File: src/rtl/i2c_phy_master.sv
// ---------------------------------------------------------------------------
// i2c_phy_master
//
// Bit-level I2C bus driver (transmit side of the bus PHY).  Executes one
// command at a time (START / repeated START, STOP, WRITE bit, READ bit) by
// sequencing the open-drain enables scl_o / sda_o.  The bus state is read back
// through the receiver's filtered scl_i / sda_i.  This lets the block follow
// clock stretching by slaves and detect lost arbitration.
//
// Ports:
//   clk, rstn          system clock, asynchronous active-low reset
//   cmd_valid/ready    command handshake, ready only while idle
//   cmd                00 START, 01 STOP, 10 WRITE, 11 READ
//   cmd_din            bit to drive for WRITE, captured at acceptance
//   done               one-cycle pulse, command completed
//   dout               bit sampled on SDA at the end of a READ/WRITE
//   al                 one-cycle pulse, arbitration lost
//   bus_owner          this master holds the bus (START done, no STOP/al since)
//   t_half_low         half of the SCL low period, clk cycles
//   t_high             SCL high period and START/STOP setup/hold, clk cycles
//   bus_busy           bus busy flag from the receiver
//   scl_i, sda_i       filtered bus lines from the receiver
//   scl_o, sda_o       1 = release line, 0 = pull low
// ---------------------------------------------------------------------------
module i2c_phy_master #(
    parameter int CNT_W = 16
) (
    input  logic             clk,
    input  logic             rstn,
    input  logic             cmd_valid,
    output logic             cmd_ready,
    input  logic [1:0]       cmd,
    input  logic             cmd_din,
    output logic             done,
    output logic             dout,
    output logic             al,
    output logic             bus_owner,
    input  logic [CNT_W-1:0] t_half_low,
    input  logic [CNT_W-1:0] t_high,
    input  logic             bus_busy,
    input  logic             scl_i,
    input  logic             sda_i,
    output logic             scl_o,
    output logic             sda_o
);

    localparam logic [1:0] CMD_START = 2'b00;
    localparam logic [1:0] CMD_STOP  = 2'b01;
    localparam logic [1:0] CMD_WRITE = 2'b10;
    localparam logic [1:0] CMD_READ  = 2'b11;

    typedef enum logic [3:0] {
        S_IDLE,
        S_ST1,      // SCL low, SDA released (repeated START only)
        S_ST2,      // wait-high with SDA released
        S_ST3,      // SDA falls while SCL high: the START condition
        S_ST4,      // SCL pulled low after START hold
        S_SP1,      // SCL low, SDA low
        S_SP2,      // wait-high with SDA low
        S_SP3,      // SDA rises while SCL high: the STOP condition
        S_B1,       // SCL low, SDA held from the previous bit
        S_B2,       // SCL low, SDA set up with the new bit
        S_B3        // wait-high, SDA stable, sampled on the last cycle
    } state_t;

    state_t           state, state_nxt;
    logic [CNT_W-1:0] cnt, cnt_nxt;
    logic             scl_nxt, sda_nxt;
    logic             done_nxt, al_nxt, dout_nxt, owner_nxt;
    logic             din_q, din_nxt;
    logic             is_read, is_read_nxt;
    logic             counted;
    logic             phase_last;
    logic             accept;

    // A programmed length of zero still gives a one-cycle phase.
    function automatic logic [CNT_W-1:0] phase_len(input logic [CNT_W-1:0] t);
        return (t == '0) ? CNT_W'(1) : t;
    endfunction

    // done/al pulses fall in an IDLE cycle; holding ready low there keeps a
    // new command from being accepted in the same cycle as a completion.
    assign cmd_ready = (state == S_IDLE) && !done && !al;
    assign accept    = cmd_valid && cmd_ready;

    // State and output registers.  Reset releases both lines immediately.
    always_ff @(posedge clk or negedge rstn) begin
        if (!rstn) begin
            state     <= S_IDLE;
            cnt       <= '0;
            scl_o     <= 1'b1;
            sda_o     <= 1'b1;
            done      <= 1'b0;
            al        <= 1'b0;
            dout      <= 1'b0;
            bus_owner <= 1'b0;
            din_q     <= 1'b0;
            is_read   <= 1'b0;
        end else begin
            state     <= state_nxt;
            cnt       <= cnt_nxt;
            scl_o     <= scl_nxt;
            sda_o     <= sda_nxt;
            done      <= done_nxt;
            al        <= al_nxt;
            dout      <= dout_nxt;
            bus_owner <= owner_nxt;
            din_q     <= din_nxt;
            is_read   <= is_read_nxt;
        end
    end

    // Next-state and output logic.  Every phase transition loads the
    // counter with the length of the phase being entered.  The timing inputs
    // are therefore sampled at phase entry only.  In the wait-high phases a
    // cycle only counts once the bus actually shows SCL high.  This is how
    // clock stretching by a slave extends the phase.
    always_comb begin
        state_nxt   = state;
        cnt_nxt     = cnt;
        scl_nxt     = scl_o;
        sda_nxt     = sda_o;
        done_nxt    = 1'b0;
        al_nxt      = 1'b0;
        dout_nxt    = dout;
        owner_nxt   = bus_owner;
        din_nxt     = din_q;
        is_read_nxt = is_read;

        counted = 1'b1;
        if (state inside {S_ST2, S_SP2, S_B3}) begin
            counted = scl_i;
        end
        phase_last = counted && (cnt <= CNT_W'(1));

        if ((state != S_IDLE) && counted && !phase_last) begin
            cnt_nxt = cnt - CNT_W'(1);
        end

        case (state)
            S_IDLE: begin
                if (accept) begin
                    din_nxt = cmd_din;
                    case (cmd)
                        CMD_START: begin
                            if (!bus_owner && bus_busy) begin
                                // Someone else owns the bus: give up at once.
                                al_nxt = 1'b1;
                            end else if (!scl_o) begin
                                // Repeated START: release SDA while SCL is low.
                                state_nxt = S_ST1;
                                scl_nxt   = 1'b0;
                                sda_nxt   = 1'b1;
                                cnt_nxt   = phase_len(t_half_low);
                            end else begin
                                state_nxt = S_ST2;
                                scl_nxt   = 1'b1;
                                sda_nxt   = 1'b1;
                                cnt_nxt   = phase_len(t_high);
                            end
                        end
                        CMD_STOP: begin
                            state_nxt = S_SP1;
                            scl_nxt   = 1'b0;
                            sda_nxt   = 1'b0;
                            cnt_nxt   = phase_len(t_half_low);
                        end
                        default: begin
                            // WRITE and READ share the bit sequence.
                            state_nxt   = S_B1;
                            is_read_nxt = (cmd == CMD_READ);
                            scl_nxt     = 1'b0;
                            cnt_nxt     = phase_len(t_half_low);
                        end
                    endcase
                end
            end

            S_ST1: begin
                if (phase_last) begin
                    state_nxt = S_ST2;
                    scl_nxt   = 1'b1;
                    cnt_nxt   = phase_len(t_high);
                end
            end

            S_ST2: begin
                if (phase_last) begin
                    state_nxt = S_ST3;
                    sda_nxt   = 1'b0;
                    cnt_nxt   = phase_len(t_high);
                end
            end

            S_ST3: begin
                if (phase_last) begin
                    state_nxt = S_ST4;
                    scl_nxt   = 1'b0;
                    cnt_nxt   = phase_len(t_half_low);
                end
            end

            S_ST4: begin
                if (phase_last) begin
                    state_nxt = S_IDLE;
                    done_nxt  = 1'b1;
                    owner_nxt = 1'b1;
                end
            end

            S_SP1: begin
                if (phase_last) begin
                    state_nxt = S_SP2;
                    scl_nxt   = 1'b1;
                    cnt_nxt   = phase_len(t_high);
                end
            end

            S_SP2: begin
                if (phase_last) begin
                    state_nxt = S_SP3;
                    sda_nxt   = 1'b1;
                    cnt_nxt   = phase_len(t_high);
                end
            end

            S_SP3: begin
                // SDA must read back high while the STOP condition is held.
                if (!sda_i) begin
                    state_nxt = S_IDLE;
                    al_nxt    = 1'b1;
                    scl_nxt   = 1'b1;
                    sda_nxt   = 1'b1;
                    owner_nxt = 1'b0;
                end else if (phase_last) begin
                    state_nxt = S_IDLE;
                    done_nxt  = 1'b1;
                    owner_nxt = 1'b0;
                end
            end

            S_B1: begin
                if (phase_last) begin
                    state_nxt = S_B2;
                    sda_nxt   = is_read ? 1'b1 : din_q;
                    cnt_nxt   = phase_len(t_half_low);
                end
            end

            S_B2: begin
                if (phase_last) begin
                    state_nxt = S_B3;
                    scl_nxt   = 1'b1;
                    cnt_nxt   = phase_len(t_high);
                end
            end

            S_B3: begin
                // A released SDA that reads low on a WRITE means another
                // master is driving a 0.  A READ expects exactly that.
                if (counted && !is_read && sda_o && !sda_i) begin
                    state_nxt = S_IDLE;
                    al_nxt    = 1'b1;
                    scl_nxt   = 1'b1;
                    sda_nxt   = 1'b1;
                    owner_nxt = 1'b0;
                end else if (phase_last) begin
                    state_nxt = S_IDLE;
                    dout_nxt  = sda_i;
                    scl_nxt   = 1'b0;
                    done_nxt  = 1'b1;
                end
            end

            default: begin
                state_nxt = S_IDLE;
            end
        endcase
    end

endmodule

File: config.mk
export PLATFORM = sky130hd
export DESIGN_NAME = i2c_phy_master
export DESIGN_NICKNAME = d
export VERILOG_FILES = /design/src/rtl/i2c_phy_master.sv
export SDC_FILE = /design/constraint.sdc
export NUM_CORES = 1
export LEC_CHECK = 0
export CORE_AREA = 2 2 78 80
export CTS_CLUSTER_SIZE = 8
export DETAILED_ROUTE_END_ITERATION = 10
export DIE_AREA = 0 0 80 82
export PLACE_DENSITY = 0.78
export SLEW_MARGIN = 20
export SYNTH_ARGS = -nofsm -noshare
export SYNTH_HDL_FRONTEND = slang
export SYNTH_SLANG_ARGS = --single-unit
File: constraint.sdc
create_clock -name clk -period 2.7 [get_ports clk]
set_input_delay 0.54 -clock clk [delete_from_list [all_inputs] [get_ports clk]]
set_output_delay 0.54 -clock clk [all_outputs]
set_load 0.02 [all_outputs]
==> reports/qor.csv, run 1 <==
stage;metric;value;unit
power_and_ir_drop;power;3.20;mW
routing;vias_per_cell;6.64;
sta;fmax;0.380;GHz
placement;gp_congestion;0.973;
cells_and_area;num-nets-final;405;
status;status;complete, no violations;
setup_path;startpoint_type;register;
setup_path;arrival;2.84;ns
routing;routedWlPerCell;19.6;um
sta;hold_viol;0;
placement;dp_hpwl;6420;um
sta;min_period;2.63;ns
setup_path;critPathCaptureType;register;
cells_and_area;multi_input_area;1680;sq um
cells_and_area;areaGrowthSynthToFinish;27.9;%
yosys;ys.flop_type;dfrtp_1;
routing;drtPass1Iterations;8;
cts;cts.sinks;28;
yosys;synth_area_leaders;dfrtp_1, a21oi_1, nor2_1;
power_and_ir_drop;ir_drop;0.000552;V
setup_path;critPathKind;register to register;
cells_and_area;final_layout_size_suffix_gt1_frac;0.133;
power_and_ir_drop;p_seq_frac;0.235;
setup_path;critical-path-slowest-cell;or4b_1;
sta;final_max_slew_viol_count;0;
die;die_area;6560;sq um
yosys;synth-edff-count;0;
yosys;synth.most_common_cell;nor2_1;
yosys;syn_area_per_cell;8.08;sq um
power_and_ir_drop;leakage;1.21;nW
cells_and_area;fillers;545;
grt;gr-total-overflow;0;
yosys;synth_seq_area_share;0.283;
cts;cts.clk_slew.worst_paths;0.10;ns
power_and_ir_drop;switching_share;0.492;
grt;grt_pass1_vias;2696;
placement;placed_cell_area;3120;sq um
cts;cts_tree;yes;
setup_path;crit_fanout;8;
die;start_util;0.432;
cells_and_area;n_antenna_cell;0;
sta;clock_skew;0.00195;ns
grt;track_usage;0.268;
flow_run;cap_violations;0;
cts;hold_buffers;0;
cts;h-tree-depth;1;
routing;drc;0;
setup_path;max_stage_delay;0.74;ns
power_and_ir_drop;combPwrFrac;0.688;
yosys;synth.distinct_cells;68;
sta;tightest_slew;0.515;ns
placement;portBuffers;47;
routing;first_iter_violations;370;
yosys;synthesis.nets;350;
cells_and_area;regArea;703;sq um
setup_path;r2r_slack;0.07;ns
setup_path;worstPathCellList;or4_4 > or4b_1 > nor2_1 > a211oi_4 > buf_4 > o21ai_0;
power_and_ir_drop;clockPowerShare;0.077;
cts;cts_buffers;3;
die;fp.dieH;82;um
die;core-area;5750;sq um
die;die_x;80;um
yosys;mappedNetlistArea;2480;sq um
yosys;synth_top_area_cell;dfrtp_1;
routing;vias;2896;
cts;clk_latency;0.28;ns
routing;wl;8530;um
setup_path;crit_required;2.90;ns
yosys;ys_warn_count;0;
placement;dp.cells;431;
sta;setup_slack;0.0665;ns
sta;finalSetupViolations;0;
grt;antenna_found_initial;0;
worst_hold_path;hp-class;register to register;
cells_and_area;layout.cells.non_filler;436;
yosys;ys_top_cells_by_count;nor2_1, dfrtp_1, nand2_1, a21oi_1, o21ai_0;
sta;slew-limit-headroom;0.653;
die;io_pins;48;
cells_and_area;final_area;3170;sq um
cts;cts_root_buf;clkbuf_8;
routing;antenna_left;0;
sta;fin_crit_sh;0.975;
cells_and_area;post-route-util;0.552;
grt;grt_max_degree;30;
yosys;synthCells;307;
yosys;synth.top_cell.area_share;0.262;
die;rows;28;
placement;dp_slack;-0.0303;ns
power_and_ir_drop;p_per_area;1010;nW/um^2
cts;cts.path.max_buffers;2;
grt;grt_pass1_wl;13800;um
yosys;synth_seq_cells;28;
power_and_ir_drop;p_int;1.62;mW
power_and_ir_drop;switching_power;1.58;mW
yosys;postSynth.asyncResetShare;1.00;
cells by family after synthesis:
| logic type | share of synthesized area |
|---|---|
| AOI/OAI and AO/OA | 0.333 |
| muxes | 0.0217 |
| DFF | 0.283 |
| adders and majority gates | 0.0101 |
| buffers and inverters | 0.0424 |
| xor gates and xnor gates | 0.0318 |
| and+or+nand+nor | 0.277 |
cells in the final DEF, fill, tap and decap left out, drive strengths merged, types with 5 or more instances in the layout:
cell type,instances
nor2b,5
nand2,24
inv,9
nor3,9
nor2,27
a22oi,11
or2,10
o21ai,21
xnor2,6
o221ai,5
nor4,14
buf,20
or4,6
clkdlybuf4s50,47
dfrtp,26
o22ai,8
a21oi,22
layer usage:
| metal | global-route usage | vias up | share of wire |
|---|---|---|---|
| li1 | - | 1303 | - |
| met5 | 0 | - | 0 |
| met1 | 0.388 | 1360 | 0.42 |
| met2 | 0.404 | 192 | 0.44 |
| met3 | 0.0549 | 41 | 0.10 |
| met4 | 0.0712 | 0 | 0.036 |
worst paths after layout:
check | startpoint | to | depth (start not counted)
worst min register to register | din_q | din_q | 2
worst max register to register | state[0] | cnt[11] | 6
worst max-delay path | state[0] | cnt[11] | 6
max in group asynchronous | rstn | scl_o | 2
min in group asynchronous | rstn | din_q | 2
worst min-delay path | din_q | din_q | 2
critical path, delay by kind of cell, from the launching register on:
| family | cells | cell delay [ns] |
|---|---|---|
| flip-flops | 1 | 0.39 |
| AND/OR/NAND/NOR | 3 | 1.74 |
| AO/OA/AOI/OAI | 2 | 0.27 |
| buffers and inverters | 1 | 0.16 |
stage by stage:
stage	hold WS [ns]	setup TNS, ns
after global placement	0.471	0
after detailed placement	0.471	-0.0303
after global routing	0.556	-0.0314
after CTS	0.496	0
final	0.491	0
after floorplan	0.244	0
power groups by stage:
| stage | sequential, mW | clock (mW) | combinational [mW] |
|---|---|---|---|
| 2_1_floorplan | 0.734 | 0 | 1.50 |
| 3_3_place_gp | 0.744 | 0 | 2.08 |
| 3_5_place_dp | 0.750 | 0 | 2.12 |
| 4_1_cts | 0.744 | 0.253 | 2.13 |
| 5_1_grt | 0.772 | 0.271 | 2.39 |
| 6_report | 0.751 | 0.246 | 2.20 |
state kept, by name, summed over array words and instances (netlist names):
| name | count |
|---|---|
| al | 1 |
| bus_owner | 1 |
| cnt | 16 |
| din_q | 1 |
| done | 1 |
| dout | 1 |
| is_read | 1 |
| scl_o | 1 |
| sda_o | 1 |
| state | 4 |
final cells by class:
cell class	count	share of cell area
tap	75	0.0296
timing repair buffer	67	0.196
inverter	9	0.0106
multi-input combinational	253	0.529
clock buffer	4	0.0142
sequential	28	0.222
repair_timing:
| action | CTS | global route |
|---|---|---|
| setup buffers | 0 | 1 |
| endpoints found under the setup margin | 0 | 6 |
| resized for setup | 0 | 1 |
No activity file was read; power rests on OpenSTA's default activity.
==> run 2, diff against run 1 <==
--- a/config.mk
+++ b/config.mk
@@ -5,11 +5,13 @@
 export SDC_FILE = /design/constraint.sdc
 export NUM_CORES = 1
 export LEC_CHECK = 0
+export CAP_MARGIN = 0
 export CORE_AREA = 2 2 78 80
 export CTS_CLUSTER_SIZE = 8
 export DETAILED_ROUTE_END_ITERATION = 10
 export DIE_AREA = 0 0 80 82
 export PLACE_DENSITY = 0.78
+export SKIP_LAST_GASP = 1
 export SLEW_MARGIN = 20
 export SYNTH_ARGS = -nofsm -noshare
 export SYNTH_HDL_FRONTEND = slang
==> results of run 2 <==
No change in the layout: final DEF, timing and power equal those of run 1.
